## src/rtl/pipe_pkg.sv

```systemverilog
// Purpose: shared constants, field type and the passable-gap helper for the pipe scroller.
// Latency: n/a (declarations only).
// Backpressure: n/a.
package pipe_pkg;

  localparam int DEF_ROWS = 8;
  localparam int DEF_COLS = 8;

  typedef logic [DEF_ROWS-1:0][DEF_COLS-1:0] field_t;

  // Returns p unchanged unless its low w bits are all ones, in which case
  // bit 0 is cleared so the spawned row always has a passable cell.
  // Operates on a 64-bit carrier so any COLS up to 64 can share it.
  function automatic logic [63:0] gap(input logic [63:0] p, input int w);
    logic [63:0] mask;
    mask = (w >= 64) ? '1 : ((64'd1 << w) - 64'd1);
    gap  = p;
    if ((p & mask) == mask) begin
      gap[0] = 1'b0;
    end
  endfunction

endpackage

```

## src/rtl/tick_divider.sv

```systemverilog
// Purpose: programmable scroll-period counter; tick marks the cycle a scroll step is taken.
// Latency: tick is combinational from the registered count; count updates on the next edge.
// Backpressure: hold freezes the count and masks tick; counting resumes from the held value.
//
// Ports: clock, reset (async active-low), speed_sel (period = TICK_DIV >> speed_sel),
//        hold (pause | crashed), tick (scroll strobe).
module tick_divider #(
  parameter int TICK_DIV = 128
) (
  input  logic       clock,
  input  logic       reset,
  input  logic [1:0] speed_sel,
  input  logic       hold,
  output logic       tick
);

  localparam int CW = $clog2(TICK_DIV);

  logic [CW-1:0] cnt;
  logic [CW:0]   period_m1;

  assign period_m1 = (CW+1)'(TICK_DIV >> speed_sel) - (CW+1)'(1);

  // >= rather than == so that switching to a faster speed while the count is
  // already past the new terminal value fires on the next unheld cycle.
  assign tick = ({1'b0, cnt} >= period_m1) & ~hold;

  always_ff @(posedge clock or negedge reset) begin
    if (!reset) begin
      cnt <= '0;
    end else if (tick) begin
      cnt <= '0;
    end else if (!hold) begin
      cnt <= cnt + 1'b1;
    end
  end

endmodule

```

## src/rtl/pipe_scroller.sv

```systemverilog
// Purpose: ROWS x COLS pipe field that scrolls one row per tick and spawns LFSR rows every SPAWN_EVERY ticks.
// Latency: tick/spawn combinational from registered state; field, score and crashed update one clock later.
// Backpressure: pause freezes scrolling and all counters; a crash latches until reset and fills the field.
//
// Ports: clock, reset (async active-low), crash, pause, speed_sel, current (candidate row),
//        field (packed, field[r][c]), tick, spawn (LFSR advance), crashed (sticky), score (saturating).
module pipe_scroller
  import pipe_pkg::*;
#(
  parameter int ROWS        = DEF_ROWS,
  parameter int COLS        = DEF_COLS,
  parameter int TICK_DIV    = 128,
  parameter int SPAWN_EVERY = 4,
  parameter int SCORE_W     = 8
) (
  input  logic                       clock,
  input  logic                       reset,
  input  logic                       crash,
  input  logic                       pause,
  input  logic [1:0]                 speed_sel,
  input  logic [COLS-1:0]            current,
  output logic [ROWS-1:0][COLS-1:0]  field,
  output logic                       tick,
  output logic                       spawn,
  output logic                       crashed,
  output logic [SCORE_W-1:0]         score
);

  localparam int SW = (SPAWN_EVERY > 1) ? $clog2(SPAWN_EVERY) : 1;

  logic [SW-1:0]   spcnt;
  logic            spcnt_last;
  logic            shift;
  logic [COLS-1:0] new_row;

  tick_divider #(
    .TICK_DIV (TICK_DIV)
  ) u_div (
    .clock     (clock),
    .reset     (reset),
    .speed_sel (speed_sel),
    .hold      (pause | crashed),
    .tick      (tick)
  );

  assign spcnt_last = (spcnt == SW'(SPAWN_EVERY - 1));
  assign spawn      = tick & spcnt_last;

  // A crash arriving in a tick cycle wins: no shift, no score, no spawn load.
  assign shift   = tick & ~crash;
  assign new_row = spawn ? COLS'(gap(64'(current), COLS)) : '0;

  always_ff @(posedge clock or negedge reset) begin
    if (!reset) begin
      field   <= '0;
      spcnt   <= '0;
      crashed <= 1'b0;
      score   <= '0;
    end else if (crash) begin
      crashed <= 1'b1;
      field   <= '1;
    end else if (shift) begin
      field <= {field[ROWS-2:0], new_row};
      spcnt <= spcnt_last ? '0 : spcnt + 1'b1;
      if ((|field[ROWS-1]) && (score != {SCORE_W{1'b1}})) begin
        score <= score + 1'b1;
      end
    end
  end

endmodule

```

## config.mk

```make
export PLATFORM = sky130hd
export DESIGN_NAME = pipe_scroller
export DESIGN_NICKNAME = d
export VERILOG_FILES = /design/src/rtl/pipe_pkg.sv /design/src/rtl/tick_divider.sv /design/src/rtl/pipe_scroller.sv
export SDC_FILE = /design/constraint.sdc
export NUM_CORES = 1
export LEC_CHECK = 0
export CAP_MARGIN = 20
export CORE_MARGIN = 3
export CORE_UTILIZATION = 30
export CTS_BUF_LIST = sky130_fd_sc_hd__clkbuf_4
export DETAILED_ROUTE_END_ITERATION = 8
export GPL_ROUTABILITY_DRIVEN = 0
export MAX_ROUTING_LAYER = met4
export PLACE_DENSITY = 0.61
export SKIP_LAST_GASP = 1
export SYNTH_ARGS = -nofsm -noshare
export SYNTH_HDL_FRONTEND = slang
export SYNTH_SLANG_ARGS = --single-unit
```

## constraint.sdc

```tcl
create_clock -name clock -period 4.05 [get_ports clock]
set_clock_uncertainty 0.1 [all_clocks]
set_input_delay 1.0125 -clock clock [delete_from_list [all_inputs] [get_ports clock]]
set_output_delay 1.0125 -clock clock [all_outputs]
set_load 0.01 [all_outputs]
```

# Yosys cells after proc, flatten, opt, wreduce, memory -nomap -nowiden
# Cells that the tools add are included.
dict set report classes {
  n_addsub 4
  magnitude_cmp 1
  n_eq_ne 4
  shift 1
  mux 7
  bitwise 6
  reduce_logical 5
}
# cell count
set op_table {}
lappend op_table {{$mux 64} 2}
lappend op_table {{$mux 7} 2}
lappend op_table {{$add 8x1->8 const B} 1}
lappend op_table {{$eq 8x8->1 const B} 1}
lappend op_table {{$ge 7x8->1} 1}
lappend op_table {{$mux 8} 1}
lappend op_table {{$ne 8x8->1 const B} 1}
lappend op_table {{$reduce_or 8->1} 1}
lappend op_table {{$shr 8x2->8 const A} 1}
lappend op_table {{$sub 8x2->8 const B} 1}
lappend op_table {{$add 7x1->7 const B} 1}
lappend op_table {{$and 1x1->1} 3}
lappend op_table {{$reduce_and 3->1} 1}
lappend op_table {{$add 2x1->2 const B} 1}
lappend op_table {{$eq 2x2->1 const B} 1}
lappend op_table {{$mux 2} 1}
lappend op_table {{$ne 2x2->1 const B} 1}
lappend op_table {{$not 1->1} 2}
lappend op_table {{$reduce_and 2->1} 1}
lappend op_table {{$reduce_bool 2->1} 1}
lappend op_table {{$logic_and 1x1->1} 1}
lappend op_table {{$mux 1} 1}
lappend op_table {{$or 1x1->1} 1}
dict set report word_totals {
  regBits 82
  input_bits 14
  out_inout_bits 75
  elab_cells 40
}

# Longest topological paths before layout
# Gate-level depths: netlist (run 1).
dict set report logic_depth {
  depth_word 8
  depth_mapped 9
  mapped_depth_nobuf 7
}

# Modules after synthesis
# Synthesis (run 1) repeated with hierarchy kept, for this count alone.
dict set report hier_totals {
  cells_unflattened 300
  hier_area_um2 3637.2
}
# mod instances cells_per_inst area_each_um2
set by_module_without_submodules {}
lappend by_module_without_submodules {pipe_scroller 1 253 3165.5}
lappend by_module_without_submodules {tick_divider 1 47 471.7}

# Worst setup path after synthesis (run 1)
# OpenSTA, ideal clock, no wires.
dict set report synth_timing {
  kind {input to output}
  from {input speed_sel[0]}
  to {output spawn}
  t_arrival_ps 2591
  path_slack_ps 347
  stages 8
  path_buffers 2
  cell_sequence {or2_2 ha_1 nand4_1 or2_1 a21oi_4 buf_4 buf_4 and2_1}
}
dict set report synth_via {
  elab_chain_len 5
}
# item line_no
set synth_lines {}
lappend synth_lines {{start, declared} pipe_scroller.sv:20} ;# input logic [1:0] speed_sel,
lappend synth_lines {{$shr 8x2->8} tick_divider.sv:22} ;# assign period_m1 = (CW+1)'(TICK_DIV >> speed_sel) - (CW+1)'(1);
lappend synth_lines {{$sub 8x2->8} tick_divider.sv:22}
lappend synth_lines {{$ge 7x8->1} tick_divider.sv:26} ;# assign tick = ({1'b0, cnt} >= period_m1) & ~hold;
lappend synth_lines {{$and 1x1->1} tick_divider.sv:26}
lappend synth_lines {{$and 1x1->1} pipe_scroller.sv:47} ;# assign spawn = tick & spcnt_last;
lappend synth_lines {{end, declared} pipe_scroller.sv:24} ;# output logic spawn,
# Every way passes these cells.

# Worst setup path after layout (run 1)
# Same ends and word-level chain as after synthesis.

==> results.py, run 1 <==
metrics = {
    "pwr": {
        "switching_share": 0.232,
        "combPwrFrac": 0.048,
        "finalPower_uw": 1430,
        "p_sw_uw": 332,
        "seq_power_share": 0.577,
        "internal-power_uw": 1100,
        "ir_drop_mv": 0.163,
        "clkPwrFrac": 0.375,
        "p_per_area_nw_per_um2": 302,
        "p_leak_uw": 0.00231,
    },
    "worst_setup_path": {
        "critPathMaxFanout": 4,
        "crit_end": "spawn",
        "cp-end-kind": "output port",
        "start_kind": "primary input",
        "cp.arrival_ps": 2850,
        "cp-startpoint": "speed_sel[0]",
        "r2r_cells": 9,
        "r2r_end": "field[19]",
        "reg2reg_from": "u_div.cnt[4]",
        "required_ps": 2940,
        "crit_type": "primary input to output port",
        "r2r_slack_ps": 1220,
    },
    "timing": {
        "setup_viol": 0,
        "max_slew_margin": 0.528,
        "hold_viol": 0,
        "layout_worst_path_cycle_share": 0.978,
        "tightestPinTransition_ps": 708,
        "rsz0062_at_grt": "false",
        "fin_crit_ps": 3960,
        "final_max_slew_viol_count": 0,
        "fmax_mhz": 252,
        "setup_tns_ps": 0,
    },
    "synthesis": {
        "yosysMostFrequentCell": "dfrtp_1",
        "synthTopCellsByCount": "dfrtp_1 (82), inv_1 (65), o21ai_0 (62)",
        "synth-seq-cells": 82,
        "netlist.area_leader.share": 0.575,
        "yosysSeqAreaShare": 0.575,
        "ys_warn_count": 0,
        "syn_area_sq_um": 3570,
        "synth_area_leaders": "dfrtp_1 (58%), o21ai_0 (8.7%), a21oi_1 (8.3%)",
        "avgSynthCellArea_sq_um": 9.64,
        "ys.flop_type": "dfrtp_1",
        "ys_types": 32,
        "synth_edf_count": 0,
        "async_reset_ff_frac": 1.00,
        "yosys.area.top_type": "dfrtp_1",
        "syn-num-nets": 390,
        "netlist_instances": 370,
    },
    "global_route": {
        "grt_pass1_vias": 2779,
        "grt_first_pass_wirelength_microns": 14100,
        "grt-ovfl-total": 0,
        "antenna_found_initial": 0,
        "grt_max_degree": 65,
        "track_usage": 0.137,
    },
    "floorplanning": {
        "die_h_microns": 115,
        "initial_utilization": 0.310,
        "io_pins": 89,
        "dieWidth_microns": 115,
        "fp-row-count": 39,
        "core_area_sq_um": 11500,
        "die-area_sq_um": 13200,
    },
    "cells_and_area": {
        "drive_above_1_share": 0.0786,
        "final_area_sq_um": 4740,
        "finalNetCount": 473,
        "area_growth_syn_to_layout_pct": 32.8,
        "antennaDiodeCount": 0,
    },
    "detailed_routing": {
        "finalWirelength_microns": 8350,
        "vias": 2832,
        "dr.first_iter.drc_count": 191,
        "drc": 0,
        "viasPerCell": 4.71,
        "ant_nets": 0,
        "routedWlPerCell_microns": 13.9,
        "first_pass_iters": 4,
    },
    "placement": {
        "dp_hpwl_microns": 5720,
        "placed_cell_area_sq_um": 4550,
        "port_buffers": 88,
    },
    "clocking": {
        "htree_levels": 3,
        "cts_hold_buf": 0,
        "numCtsBuffers": 9,
        "cts.sinks": 82,
        "clockBufferDepth": 2,
        "clkTransAtPathRegs_ps": 120,
        "cts_tree": "yes",
        "clk_latency_ps": 410,
        "cts_root_buf": "clkbuf_4",
    },
    "status": {
        "run_status": "complete, no violations",
    },
    "hold_path": {
        "hold_class": "flip-flop to flip-flop",
        "hold_path_depth": 1,
    },
    "run": {
        "drv_cap": 0,
    },
}
-- flip-flops by register name (all words and copies together) (netlist names) --
register,flops
crashed,1
score,8
u_div.cnt,7
field,64
spcnt,2
-- per-layer routing --
| layer | global-route usage | routed length [microns] |
|---|---|---|
| met1 | 0.187 | 4090 |
| met2 | 0.206 | 3890 |
| met3 | 0.0247 | 275 |
| met4 | 0.0446 | 97 |
| met5 | - | 0 |
-- power groups by stage --
stage / Combinational, uW / Sequential, uW / Clock [uW]
finish: 68.3 / 826 / 537
global route: 79.6 / 827 / 594
CTS: 70.8 / 826 / 563
detailed placement: 70.0 / 841 / 0
global placement: 68.4 / 841 / 0
floorplan: 30.3 / 840 / 0
-- kinds of logic after synthesis --
| group | synth area share |
|---|---|
| and+or+nand+nor | 0.0653 |
| adders and majority gates | 0.0211 |
| buffers and inverters | 0.102 |
| muxes | 0.00947 |
| DFF | 0.575 |
| AOI/OAI and AO/OA | 0.200 |
| xor gates and xnor gates | 0.0270 |
-- layout by cell type (no fill, tap or decap), drive strengths merged, types with 6 or more instances in the layout --
master / netlist / final
a21oi: 60 / 60
a31oi: 7 / 7
buf: 17 / 11
clkbuf: 7 / 9
clkdlybuf4s50: 0 / 83
dfrtp: 82 / 82
ha: 6 / 6
inv: 65 / 65
nand2: 7 / 7
nand4: 8 / 8
nor2: 7 / 7
o21ai: 65 / 65
xnor2: 8 / 8
-- how the worst min path moves through the flow --
stage | startpoint | to | slack (ps)
finish | score[7] | score[7] | 410
global route | score[6] | score[6] | 420
CTS | score[6] | score[6] | 420
detailed placement | score[6] | score[6] | 390
global placement | score[6] | score[6] | 380
floorplan | u_div.cnt[1] | u_div.cnt[1] | 380
-- per-stage QoR --
stage | utilization | hold WS, ps | worst slack [ps] | std cells
after floorplan | - | 382 | 347 | 370
after global placement | 0.395 | 384 | -394 | 584
after detailed placement | 0.395 | 395 | -439 | 584
after CTS | 0.412 | 415 | 9.29 | 602
after global routing | 0.411 | 423 | 24.1 | 601
final | 0.411 | 408 | 87.8 | 601
-- worst max-delay path: stages --
cell             delay (ps)
clkdlybuf4s50_1         410
or2_4                   260
ha_4                    260
nand4_1                 100
or2_4                   260
a21oi_4                 240
and2_4                  180
buf_2                   120
-- cell type report --
class / count / area, sq um
fillers: 1172 / 6780
flip-flops and latches: 82 / 2050
multi-input cells: 199 / 1170
well taps: 143 / 179
clock buffers: 9 / 67.6
clock inverters: 7 / 93.8
repair buffers: 96 / 928
inverters: 65 / 244
-- what timing repair did --
item                                    in CTS  in global routing
buffers inserted                             2                  0
gates resized for setup                     10                  2
pin swaps                                    2                  2
endpoints found under the setup margin       2                  2
No activity file was read; power rests on OpenSTA's default activity.
==> inputs of run 2 (changes only) <==
CORE_UTILIZATION = 40   (was 30)
PLACE_DENSITY = 0.75   (was 0.61)
==> run 2 against run 1 <==
Net effect:
- final area down 2.3%
- wire length is 4.7% lower
- clock power is 21% lower
- combinational power increased by 2%
- largest cell class unchanged
- sequential cell count unchanged
- critical path depth unchanged
- power shrank 7.7%
- final cell count shrank 6.7%
- global-route usage increased by 3.3 points
- highest routed layer unchanged
==> results.py, run 2 (synthesis gave the netlist of run 1 again) <==
metrics = {
    "clocking": {
        "htree_levels": 3,
        "cts_root_buf": "clkbuf_4",
        "clkTransAtPathRegs_ps": 130,
        "cts.sinks": 82,
        "numCtsBuffers": 9,
        "cts_hold_buf": 0,
        "cts_tree": "yes",
        "clockBufferDepth": 2,
        "clk_latency_ps": 420,
        "postCtsSetupBuffers": 0,
    },
    "timing": {
        "final_max_slew_viol_count": 0,
        "max_slew_margin": 0.407,
        "setup_viol": 0,
        "fmax_mhz": 253,
        "layout_worst_path_cycle_share": 0.976,
        "setup_tns_ps": 0,
        "fin_crit_ps": 3950,
        "tightestPinTransition_ps": 890,
        "hold_viol": 0,
        "rsz0062_at_grt": "false",
    },
    "worst_setup_path": {
        "cp-startpoint": "speed_sel[0]",
        "cp.arrival_ps": 2840,
        "r2r_slack_ps": 1100,
        "r2r_cells": 8,
        "cp-end-kind": "output port",
        "r2r_end": "score[1]",
        "reg2reg_from": "u_div.cnt[4]",
        "start_kind": "primary input",
        "required_ps": 2940,
        "critPathMaxFanout": 3,
        "crit_type": "primary input to output port",
    },
    "pwr": {
        "p_leak_uw": 0.00227,
        "combPwrFrac": 0.053,
        "switching_share": 0.258,
        "ir_drop_mv": 0.129,
        "internal-power_uw": 980,
        "finalPower_uw": 1320,
        "p_per_area_nw_per_um2": 285,
        "seq_power_share": 0.625,
        "clkPwrFrac": 0.322,
        "p_sw_uw": 340,
    },
    "cells_and_area": {
        "top_register": "field",
        "layout_commonest_cell": "clkdlybuf4s50_1",
        "drive_above_1_share": 0.0658,
        "reg.largest.list": "field x64, score x8, u_div.cnt x7",
        "antennaDiodeCount": 0,
        "largest_reg_flops": 64,
        "finalNonFillerCells": 561,
        "final_cell_mix": "clkdlybuf4s50_1 (84), dfrtp_1 (82), inv_1 (65)",
        "area_growth_syn_to_layout_pct": 29.7,
        "finalNetCount": 471,
        "final_area_sq_um": 4630,
    },
    "global_route": {
        "grt_max_degree": 107,
        "grt_pass1_vias": 2705,
        "grt_first_pass_wirelength_microns": 13300,
        "grt-ovfl-total": 0,
        "track_usage": 0.169,
        "antenna_found_initial": 0,
    },
    "hold_path": {
        "hold_class": "flip-flop to flip-flop",
        "hold_path_depth": 1,
        "hp-start": "score[7]",
        "hold_path_end": "score[7]",
    },
    "floorplanning": {
        "io_pins": 89,
        "fp-row-count": 33,
        "die-area_sq_um": 10100,
        "die_h_microns": 100,
        "core_area_sq_um": 8420,
        "initial_utilization": 0.423,
        "dieWidth_microns": 100,
    },
    "detailed_routing": {
        "ant_nets": 0,
        "routedWlPerCell_microns": 14.2,
        "drc": 0,
        "viasPerCell": 4.96,
        "first_pass_iters": 4,
        "finalWirelength_microns": 7960,
        "vias": 2782,
        "dr.first_iter.drc_count": 114,
    },
    "run": {
        "drv_cap": 0,
    },
    "placement": {
        "dp_hpwl_microns": 5330,
        "place_inst": 544,
        "port_buffers": 88,
        "placed_cell_area_sq_um": 4490,
    },
    "status": {
        "run_status": "complete, no violations",
    },
}
run 2: cell types whose count changed in the layout (fill, tap and decap cells not counted), sizes merged:
| cell | before | now |
|---|---|---|
| buf | 11 | 8 |
| bufinv | 2 | 0 |
| clkbuf | 9 | 10 |
| clkdlybuf4s50 | 83 | 84 |
| clkinvlp | 1 | 2 |
| dlygate4sd2 | 1 | 0 |
| inv | 65 | 66 |
run 2: power by group through the flow:
| stage | logic [uW] | clock network, uW | registers (uW) |
|---|---|---|---|
| 6_report | 69.5 | 425 | 825 |
| 5_1_grt | 79.4 | 472 | 827 |
| 4_1_cts | 68.6 | 440 | 825 |
| 3_5_place_dp | 68.5 | 0 | 841 |
| 3_3_place_gp | 66.7 | 0 | 841 |
| 2_1_floorplan | 30.3 | 0 | 840 |
run 2: per-stage QoR:
stage,hold WS (ps),setup WS [ps],utilization
5_1_grt,449,1.52,0.549
3_3_place_gp,392,-261,0.533
4_1_cts,411,-40.5,0.547
3_5_place_dp,389,-311,0.533
6_report,406,95.7,0.549
2_1_floorplan,382,347,-
run 2: final cells by class:
class	instances	area, sq um
Clock buffer	9	67.6
Clock inverter	7	53.8
Fill cell	778	3800
Inverter	65	244
Multi-Input combinational cell	199	1150
Sequential cell	82	2050
Tap cell	105	131
Timing Repair Buffer	94	926
run 2: how the worst max path moves through the flow:
stage	depth (start not counted)	slack, ps	endpoint
floorplan	8	350	spawn
global placement	8	-260	spawn
detailed placement	8	-310	spawn
CTS	8	-40	spawn
global route	8	2	spawn
finish	8	100	spawn
run 2: worst max-delay path, cell delays in order:
cell	delay (ps)
clkdlybuf4s50_1	420
or2_2	300
ha_1	290
nand4_1	90
or2_1	260
a21oi_4	190
and2_1	140
clkbuf_2	130
run 2: repair_timing:
item,CTS,global route
cloned,0,0
setup endpoints to repair,2,2
pin swaps,0,0
gates resized for setup,2,3
run 2: layer usage:
layer	up-vias	GRT usage	wire [microns]
met4	0	0.0456	107
met2	61	0.260	3710
li1	1394	-	-
met5	-	-	0
met3	10	0.0368	329
met1	1317	0.229	3810
==> inputs of run 3 (changes only) <==
CTS_BUF_LIST = not set   (was sky130_fd_sc_hd__clkbuf_4)
==> run 3 against run 2 <==
Net effect:
- die area stayed put
- fmax about the same
- critical path depth is the same
- non-clock buffer count is the same
- sequential share of layout area decreased by 0.66 points
- setup slack is essentially flat
- final area up 1.5%
- sequential cell count stayed put
- register-to-register slack better by 180 ps
- clock power grew 30%
- largest power group unchanged
==> results.py, run 3 (synthesis gave the netlist of run 1 again) <==
metrics = {
    "global_route": {
        "antenna_found_initial": 0,
        "use_met3": 0.0285,
        "grt_max_degree": 107,
        "track_usage": 0.169,
        "grt_pass1_vias": 2725,
        "top_usage_layer": "met2",
        "grtUsageMet2": 0.261,
        "grt-ovfl-total": 0,
        "grtUsageMet1": 0.228,
        "grt_first_pass_wirelength_microns": 13300,
    },
    "clocking": {
        "numCtsBuffers": 9,
        "clockBufferDepth": 2,
        "cts_tree": "yes",
        "clkTransAtPathRegs_ps": 80,
        "postCtsSetupBuffers": 0,
        "htree_levels": 3,
        "cts_root_buf": "clkbuf_8",
        "cts.sinks": 82,
        "cts_hold_buf": 0,
        "clk_latency_ps": 350,
    },
    "detailed_routing": {
        "finalWirelength_microns": 7940,
        "viasPerCell": 4.98,
        "first_pass_iters": 4,
        "drc": 0,
        "dr.first_iter.drc_count": 122,
        "ant_nets": 0,
        "vias": 2796,
        "routedWlPerCell_microns": 14.1,
    },
    "placement": {
        "placed_cell_area_sq_um": 4490,
        "preCtsSetupSlack_ps": -311,
        "dp_hpwl_microns": 5330,
        "port_buffers": 88,
    },
    "pwr": {
        "p_sw_uw": 350,
        "combPwrFrac": 0.048,
        "switching_share": 0.242,
        "internal-power_uw": 1090,
        "p_per_area_nw_per_um2": 308,
        "p_leak_uw": 0.00230,
        "clkPwrFrac": 0.381,
        "ir_drop_mv": 0.152,
        "seq_power_share": 0.571,
    },
    "cells_and_area": {
        "layout_commonest_cell": "clkdlybuf4s50_1",
        "largest_reg_flops": 64,
        "antennaDiodeCount": 0,
        "top_register": "field",
        "drive_above_1_share": 0.0680,
        "final_cell_mix": "clkdlybuf4s50_1 (84), dfrtp_1 (82), inv_1 (65)",
        "finalNetCount": 471,
        "multiInputGateArea_sq_um": 1150,
        "seq_area_sq_um": 2050,
        "fillers": 762,
        "reg.largest.list": "field x64, score x8, u_div.cnt x7",
        "final_area_sq_um": 4700,
        "area_growth_syn_to_layout_pct": 31.7,
    },
    "timing": {
        "tightestPinTransition_ps": 661,
        "final_max_slew_viol_count": 0,
        "max_slew_margin": 0.559,
        "layout_worst_path_cycle_share": 0.976,
        "fin_ws_ps": 96.0,
        "hold_viol": 0,
        "fmax_mhz": 253,
        "setup_viol": 0,
        "fin_crit_ps": 3950,
        "rsz0062_at_grt": "false",
    },
    "hold_path": {
        "hold_class": "flip-flop to flip-flop",
    },
    "worst_setup_path": {
        "start_kind": "primary input",
        "cp-end-kind": "output port",
        "crit_type": "primary input to output port",
        "cp.arrival_ps": 2840,
        "required_ps": 2940,
        "critPathMaxFanout": 3,
    },
    "floorplanning": {
        "dieWidth_microns": 100,
        "die-area_sq_um": 10100,
        "io_pins": 89,
        "die_h_microns": 100,
        "initial_utilization": 0.423,
        "core_area_sq_um": 8420,
        "fp-row-count": 33,
    },
    "status": {
        "run_status": "complete, no violations",
    },
    "run": {
        "drv_cap": 0,
    },
}
run 3: changes by cell type in the layout (fill, tap and decap cells not counted), sizes merged:
cell / delta
clkinv: -1
clkbuf: +1
run 3: path summary, 6_finish.rpt:
check | start | endpoint | slack (ps) | cells past startpoint
min in group asynchronous | reset | field[27] | 540 | 1
max reg2reg | u_div.cnt[4] | score[1] | 1280 | 8
max | speed_sel[0] | spawn | 100 | 8
max in group asynchronous | reset | field[63] | 2690 | 2
min reg2reg | score[7] | score[7] | 400 | 1
min | score[7] | score[7] | 400 | 1
run 3: metal layers:
metal	part of all wire	vias up
li1	-	1391
met1	0.47	1327
met2	0.47	65
met3	0.041	13
met5	0	-
met4	0.016	0
run 3: area by class of cell:
| cell class | instances | area share |
|---|---|---|
| clock buffer | 10 | 0.0293 |
| clock inverter | 6 | 0.0107 |
| inverter | 65 | 0.0520 |
| multi-input combinational | 199 | 0.245 |
| sequential | 82 | 0.437 |
| tap | 105 | 0.0280 |
| timing repair buffer | 94 | 0.198 |
run 3: repair_timing:
action	4_1_cts	5_1_grt
hold endpoints to repair	0	0
endpoints found under the setup margin	2	4
cloned	0	0
gates resized for setup	2	4
run 3: power groups by stage:
stage / Clock, uW / Combinational, uW / Sequential [uW]
detailed placement: 0 / 68.5 / 841
floorplan: 0 / 30.3 / 840
finish: 551 / 69.3 / 825
global route: 598 / 79.4 / 826
global placement: 0 / 66.7 / 841
CTS: 570 / 68.6 / 825
run 3: worst max-delay path, cell delays in order:
cell and delay [ps]:
clkdlybuf4s50_1 420, or2_2 300, ha_1 290, nand4_1 90, or2_1 260, a21oi_4 190
and2_1 140, clkbuf_2 130
run 3: per-stage QoR:
step | TNS, ps | std cells | total power (uW) | hold slack (ps) | utilization
after floorplan | 0 | 370 | 871 | 382 | -
after global placement | -724 | 544 | 907 | 392 | 0.533
after detailed placement | -999 | 544 | 909 | 389 | 0.533
after CTS | -40.5 | 560 | 1460 | 405 | 0.555
after global routing | 0 | 561 | 1500 | 443 | 0.557
final | 0 | 561 | 1440 | 399 | 0.557
